==> src/rtl/sdram_arb_pkg.sv <==
// sdram_arb_pkg: shared state encoding, field widths and timing constants for the SDRAM arbiter.
package sdram_arb_pkg;
    typedef enum logic [3:0] {
        RST, INIT_REQ, INIT_WAIT, IDLE, RD_REQ, RD_WAIT, WR_REQ, WR_WAIT, REF_REQ, REF_WAIT, GAP
    } state_t;
    localparam int ROW_W = 13;
    localparam int COL_W = 10;
    localparam int BANK_W = 2;
    localparam int DATA_W = 16;
    localparam int REFRESH_CYCLES_DEF = 390;
    localparam int WDOG_LIMIT = 1023;
endpackage

==> src/rtl/sdram_refresh_timer.sv <==
// sdram_refresh_timer: free-running refresh interval counter with pending and sticky overrun flags.
module sdram_refresh_timer #(
    parameter int REFRESH_CYCLES = 390
) (
    input  logic iclk,
    input  logic ireset,
    input  logic start,
    input  logic clear_pending,
    output logic pending,
    output logic overrun
);
    localparam int CW = $clog2(REFRESH_CYCLES + 1);
    logic [CW-1:0] cnt;
    logic run, tc;
    assign tc = run && cnt == CW'(REFRESH_CYCLES - 1);
    always_ff @(posedge iclk) begin
        if (ireset) begin
            run <= 1'b0;
            cnt <= '0;
            pending <= 1'b0;
            overrun <= 1'b0;
        end else begin
            if (start) run <= 1'b1;
            if (run) cnt <= tc ? '0 : cnt + 1'b1;
            if (tc) pending <= 1'b1;
            else if (clear_pending) pending <= 1'b0;
            if (tc && pending) overrun <= 1'b1;
        end
    end
endmodule

==> src/rtl/sdram_arbiter.sv <==
// sdram_arbiter: grants DRAM pin ownership to init/read/write/refresh engines one at a time.
// Define SDRAM_ARB_WATCHDOG_EN to abandon a wait after WDOG_LIMIT cycles and flag otimeout.
module sdram_arbiter
    import sdram_arb_pkg::*;
#(
    parameter int REFRESH_CYCLES = REFRESH_CYCLES_DEF,
    parameter int ADDR_W = 25
) (
    input  logic              iclk,
    input  logic              ireset,
    input  logic              ihost_rd,
    input  logic              ihost_wr,
    input  logic [ADDR_W-1:0] ihost_addr,
    input  logic [DATA_W-1:0] ihost_wdata,
    output logic              oack,
    output logic              odone,
    output logic [DATA_W-1:0] ordata,
    output logic              obusy,
    output logic              oinit_enb,
    output logic              oinit_req,
    input  logic              iinit_fin,
    output logic              ord_enb,
    output logic              ord_req,
    input  logic              ird_fin,
    input  logic [DATA_W-1:0] ird_data,
    output logic              owr_enb,
    output logic              owr_req,
    input  logic              iwr_fin,
    output logic              oref_enb,
    output logic              oref_req,
    input  logic              iref_fin,
    output logic [ROW_W-1:0]  orow,
    output logic [COL_W-1:0]  ocolumn,
    output logic [BANK_W-1:0] obank,
    output logic [DATA_W-1:0] owdata,
    output logic              oref_overrun
`ifdef SDRAM_ARB_WATCHDOG_EN
    ,
    output logic              otimeout
`endif
);
    state_t state, state_nx;
    logic init_done, ref_pending, accept_rd, accept_wr, wait_fin, tmo;

    sdram_refresh_timer #(.REFRESH_CYCLES(REFRESH_CYCLES)) u_timer (
        .iclk          (iclk),
        .ireset        (ireset),
        .start         (state == INIT_WAIT && iinit_fin),
        .clear_pending (state == IDLE && ref_pending),
        .pending       (ref_pending),
        .overrun       (oref_overrun)
    );

    // a pending refresh blocks host accepts; read beats write when both are held
    assign accept_rd = state == IDLE && !ref_pending && ihost_rd;
    assign accept_wr = state == IDLE && !ref_pending && !ihost_rd && ihost_wr;
    assign oack = accept_rd || accept_wr;
    assign obusy = !(state == IDLE && init_done);
    assign oinit_enb = state == INIT_REQ || state == INIT_WAIT;
    assign oinit_req = state == INIT_REQ;
    assign ord_enb = state == RD_REQ || state == RD_WAIT;
    assign ord_req = state == RD_REQ;
    assign owr_enb = state == WR_REQ || state == WR_WAIT;
    assign owr_req = state == WR_REQ;
    assign oref_enb = state == REF_REQ || state == REF_WAIT;
    assign oref_req = state == REF_REQ;
    assign wait_fin = state == RD_WAIT ? ird_fin : state == WR_WAIT ? iwr_fin :
                      state == REF_WAIT ? iref_fin : 1'b0;

`ifdef SDRAM_ARB_WATCHDOG_EN
    logic [9:0] wd;
    logic waiting;
    assign waiting = state == RD_WAIT || state == WR_WAIT || state == REF_WAIT;
    assign tmo = waiting && !wait_fin && wd == 10'(WDOG_LIMIT);
    always_ff @(posedge iclk) begin
        if (ireset) begin
            wd <= '0;
            otimeout <= 1'b0;
        end else begin
            wd <= (waiting && !wait_fin && !tmo) ? wd + 1'b1 : '0;
            if (tmo) otimeout <= 1'b1;
        end
    end
`else
    assign tmo = 1'b0;
`endif

    always_comb begin
        state_nx = state;
        case (state)
            RST:                        state_nx = INIT_REQ;
            INIT_REQ:                   state_nx = INIT_WAIT;
            INIT_WAIT:                  state_nx = iinit_fin ? GAP : INIT_WAIT;
            IDLE:                       state_nx = ref_pending ? REF_REQ : accept_rd ? RD_REQ :
                                                   accept_wr ? WR_REQ : IDLE;
            RD_REQ:                     state_nx = RD_WAIT;
            WR_REQ:                     state_nx = WR_WAIT;
            REF_REQ:                    state_nx = REF_WAIT;
            RD_WAIT, WR_WAIT, REF_WAIT: state_nx = (wait_fin || tmo) ? GAP : state;
            GAP:                        state_nx = IDLE;
            default:                    state_nx = RST;
        endcase
    end

    always_ff @(posedge iclk) begin
        if (ireset) begin
            state <= RST;
            init_done <= 1'b0;
            odone <= 1'b0;
            ordata <= '0;
            orow <= '0;
            ocolumn <= '0;
            obank <= '0;
            owdata <= '0;
        end else begin
            state <= state_nx;
            if (state == INIT_WAIT && iinit_fin) init_done <= 1'b1;
            odone <= (state == RD_WAIT || state == WR_WAIT) && (wait_fin || tmo);
            if (state == RD_WAIT && ird_fin) ordata <= ird_data;
            if (oack) begin
                obank <= ihost_addr[ADDR_W-1 -: BANK_W];
                orow <= ihost_addr[COL_W +: ROW_W];
                ocolumn <= ihost_addr[COL_W-1:0];
            end
            if (accept_wr) owdata <= ihost_wdata;
        end
    end
endmodule

==> config.mk <==
export PLATFORM = sky130hd
export DESIGN_NAME = sdram_arbiter
export DESIGN_NICKNAME = d
export VERILOG_FILES = /design/src/rtl/sdram_arb_pkg.sv /design/src/rtl/sdram_refresh_timer.sv /design/src/rtl/sdram_arbiter.sv
export SDC_FILE = /design/constraint.sdc
export NUM_CORES = 1
export LEC_CHECK = 0
export ABC_CLOCK_PERIOD_IN_PS = 2200
export BUFFER_PORTS_ARGS = -buffer_cell sky130_fd_sc_hd__buf_2
export CAP_MARGIN = 20
export CORE_MARGIN = 3
export CORE_UTILIZATION = 48
export DETAILED_ROUTE_END_ITERATION = 7
export GPL_ROUTABILITY_DRIVEN = 0
export PLACE_DENSITY = 0.8
export SETUP_SLACK_MARGIN = 0.15
export SYNTH_ARGS = -nofsm -noshare
export SYNTH_HDL_FRONTEND = slang
export SYNTH_SLANG_ARGS = --single-unit
==> constraint.sdc <==
create_clock -name iclk -period 2.2 [get_ports iclk]
set_input_delay 0.22 -clock iclk [delete_from_list [all_inputs] [get_ports iclk]]
set_output_delay 0.22 -clock iclk [all_outputs]
set_load 0.05 [all_outputs]
==> flow_summary.ini <==
[status]
status = completed

[timing]
max_slew.worst_pin.slew_ns = 1.02
max_transition_viols_final = 0
period_share_pct = 85.8
layout_min_cycle_time_ns = 1.89
timing.clock.skew_ns = 0.0105
finalHoldViolCount = 0
maxSlewHeadroom_pct = 31.7
setup_viol = 0
unrepaired_setup_endpoints_after_global_routing = no
max_clk_rate_mhz = 530
fin_tns_setup_ns = 0

[placement]
place_inst = 561
dp_hpwl_mm = 5.68
io_buffer_count = 133

[cts]
cts.clk_slew.worst_paths_ns = 0.08
clock_tree_from_tritoncts = built
max-clock-path-buffers = 2
cts_made_buffers = 9
hold_buffers = 0
cts_setup_buffers = 0
numClockSinks = 74
clk_root_buffer_cell = sky130_fd_sc_hd__clkbuf_8
cts_max_level = 3
insertion_delay_ns = 0.35

[critical_path]
crit_required_ns = 1.98
rrSetupSlack_ns = 0.56
worst-path-max-fanout = 14
arrival_time_worst_endpoint_ns = 1.67
critical_path.slowest_cell = sky130_fd_sc_hd__dfxtp_2
worst-setup-path-type = register to output port
timing.critical_path.to_type = output port
crit_path_max_incr_delay_ns = 0.49
path_cells = nor4bb_4 > nand2_1 > inv_1 > buf_2
cp-start-kind = register

[finish]
finalNonFillerCells = 576
final_util_pct = 64.1
final_nets = 562
areaGrowthSynthToFinish_pct = 29.0
antennaDiodeCount = 0
layout-drive-gt1-share_pct = 33.9

[routing]
postRouteWirelength_mm = 8.25
dr.first_iter.drc_count = 168
remaining_drc_errors = 0
vias_per_cell = 5.48
drt_pass1_iterations = 4
detail_route.wl_per_cell_um = 14.3
antenna_left = 0
num_vias = 3157

[floorplan]
core_sq_um = 6390
num_rows = 29
floorplan.die_area_sq_um = 7620
initial_utilization_pct = 49.7
die-width_um = 87.3
ioPinCount = 134
floorplan.die.height_um = 87.3

[synth]
post-synth-top-count-cell = sky130_fd_sc_hd__dfxtp_1
ys_seq_elements = 74
dominantRegCellSynth = sky130_fd_sc_hd__dfxtp_1
synth.yosys.warnings = 0
synth.top_cells.by_area = sky130_fd_sc_hd__dfxtp_1 47%, sky130_fd_sc_hd__a21oi_1 7.6%, sky130_fd_sc_hd__o21ai_0 7.3%
syn-num-nets = 444
postSynth.asyncResetShare_pct = 0
synth_top_area_cell = sky130_fd_sc_hd__dfxtp_1
synth-edff-count = 0
share_of_the_synthesized_area_in_the_top_cell_type_pct = 46.7
postSynthCellCount = 377
synth-seq-area-share_pct = 46.7
yosysUniqueCellTypes = 48
synth.cells.most_frequent = 74 x sky130_fd_sc_hd__dfxtp_1, 48 x sky130_fd_sc_hd__a21oi_1, 46 x sky130_fd_sc_hd__o21ai_0, 43 x sky130_fd_sc_hd__nand3_1, 37 x sky130_fd_sc_hd__nand2_1
post_synth.cell_area_avg_sq_um = 8.42
syn-cell-area_sq_um = 3170

[pwr]
power.static_leakage_uw = 0.00176
vdd_drop_max_uv = 564
pwr_density_cell_nw_per_um2 = 843

[global_routing]
grt_pass1_wl_mm = 13.4
vias_in_the_first_global_route = 3042
antenna_found_initial = 0
gr_usage_total_pct = 21.8
grt_overflow_total = 0
maximum_number_of_pins_on_one_net_before_global_route_repair = 53

[run]
cap_viol_max_count = 0

[min_path]
worstHoldPathType = input port to register
==> sequential cells by signal (all words and copies together) (netlist names) <==
name	flops
ordata	16
owdata	16
orow	13
ocolumn	10
u_timer.cnt	9
state	4
obank	2
odone	1
u_timer.overrun	1
u_timer.pending	1
u_timer.run	1
==> critical path, delay by kind of cell, from the launching register on <==
family                 cells  cell delay (ns)
buffers and inverters      2             0.33
DFF                        1             0.49
and+or+nand+nor            2             0.51
==> layout make-up <==
cell class              instances  area [sq um]
fillers                       579          2290
well taps                      77          96.3
inverters                       6          22.5
clock inverters                 6          90.1
flip-flops and latches         74          1490
clock buffers                   9           124
multi-input cells             263          1550
repair buffers                141           726
==> cells in the final DEF (no fill, tap or decap), types with 3 or more instances in the layout <==
cell,n
sky130_fd_sc_hd__buf_2,133
sky130_fd_sc_hd__o21ai_0,46
sky130_fd_sc_hd__nor2_1,10
sky130_fd_sc_hd__clkbuf_8,9
sky130_fd_sc_hd__dfxtp_1,70
sky130_fd_sc_hd__inv_1,6
sky130_fd_sc_hd__nand3_1,43
sky130_fd_sc_hd__nor2b_1,3
sky130_fd_sc_hd__nand2_1,37
sky130_fd_sc_hd__xor2_1,3
sky130_fd_sc_hd__or3_1,5
sky130_fd_sc_hd__a21oi_1,48
sky130_fd_sc_hd__nand4_1,4
sky130_fd_sc_hd__dfxtp_2,3
sky130_fd_sc_hd__mux2i_1,17
sky130_fd_sc_hd__nand2b_1,4
sky130_fd_sc_hd__buf_4,8
sky130_fd_sc_hd__nand3b_1,5
==> cell families after synthesis <==
kind of cell / Yosys count / synth area share (%)
AO/OA/AOI/OAI: 113 / 19.7
flip-flops: 74 / 46.7
AND/OR/NAND/NOR: 127 / 20.8
multiplexers: 17 / 5.36
adder cells (fa/ha/maj): 2 / 0.788
buffers and inverters: 40 / 5.56
XOR/XNOR: 4 / 1.10
==> stage by stage <==
step                power [uW]  worst slack [ns]  hold WS, ns  area, sq um
global placement          2320             0.466        0.439         3870
CTS                       3480             0.212       0.0994         4090
global route              3620             0.207        0.105         4100
detailed placement        2340             0.405        0.443         3870
floorplan                 2120             0.368        0.362         3190
finish                    3450             0.313        0.112         4100
==> routing by layer <==
layer | global-route usage (%) | part of all wire, %
met2 | 36.7 | 48
met1 | 25.4 | 42
met3 | 6.24 | 9.1
met4 | 10.2 | 1.2
met5 | 0 | 0
==> power by group <==
group | internal (uW) | switching, uW
clock network | 636 | 498
registers | 1410 | 106
logic | 267 | 537
total | 2310 | 1140
==> path summary, 6_finish.rpt <==
path | start | endpoint | cells after the start
setup / recovery | state[1]$_SDFFE_PP0P_ | oack | 4
hold / removal | ihost_addr[11] | orow[1]$_SDFFE_PP0P_ | 3
setup reg to reg | state[1]$_SDFFE_PP0P_ | ordata[7]$_SDFFE_PP0P_ | 3
hold reg to reg | owdata[8]$_SDFFE_PP0P_ | owdata[8]$_SDFFE_PP0P_ | 2
==> what timing repair did <==
action                                 CTS  global route
setup endpoints to repair                4             2
endpoints found under the hold margin    0             0
resized for setup                        3             2
Note: power is estimated with default switching activity, not from simulation.
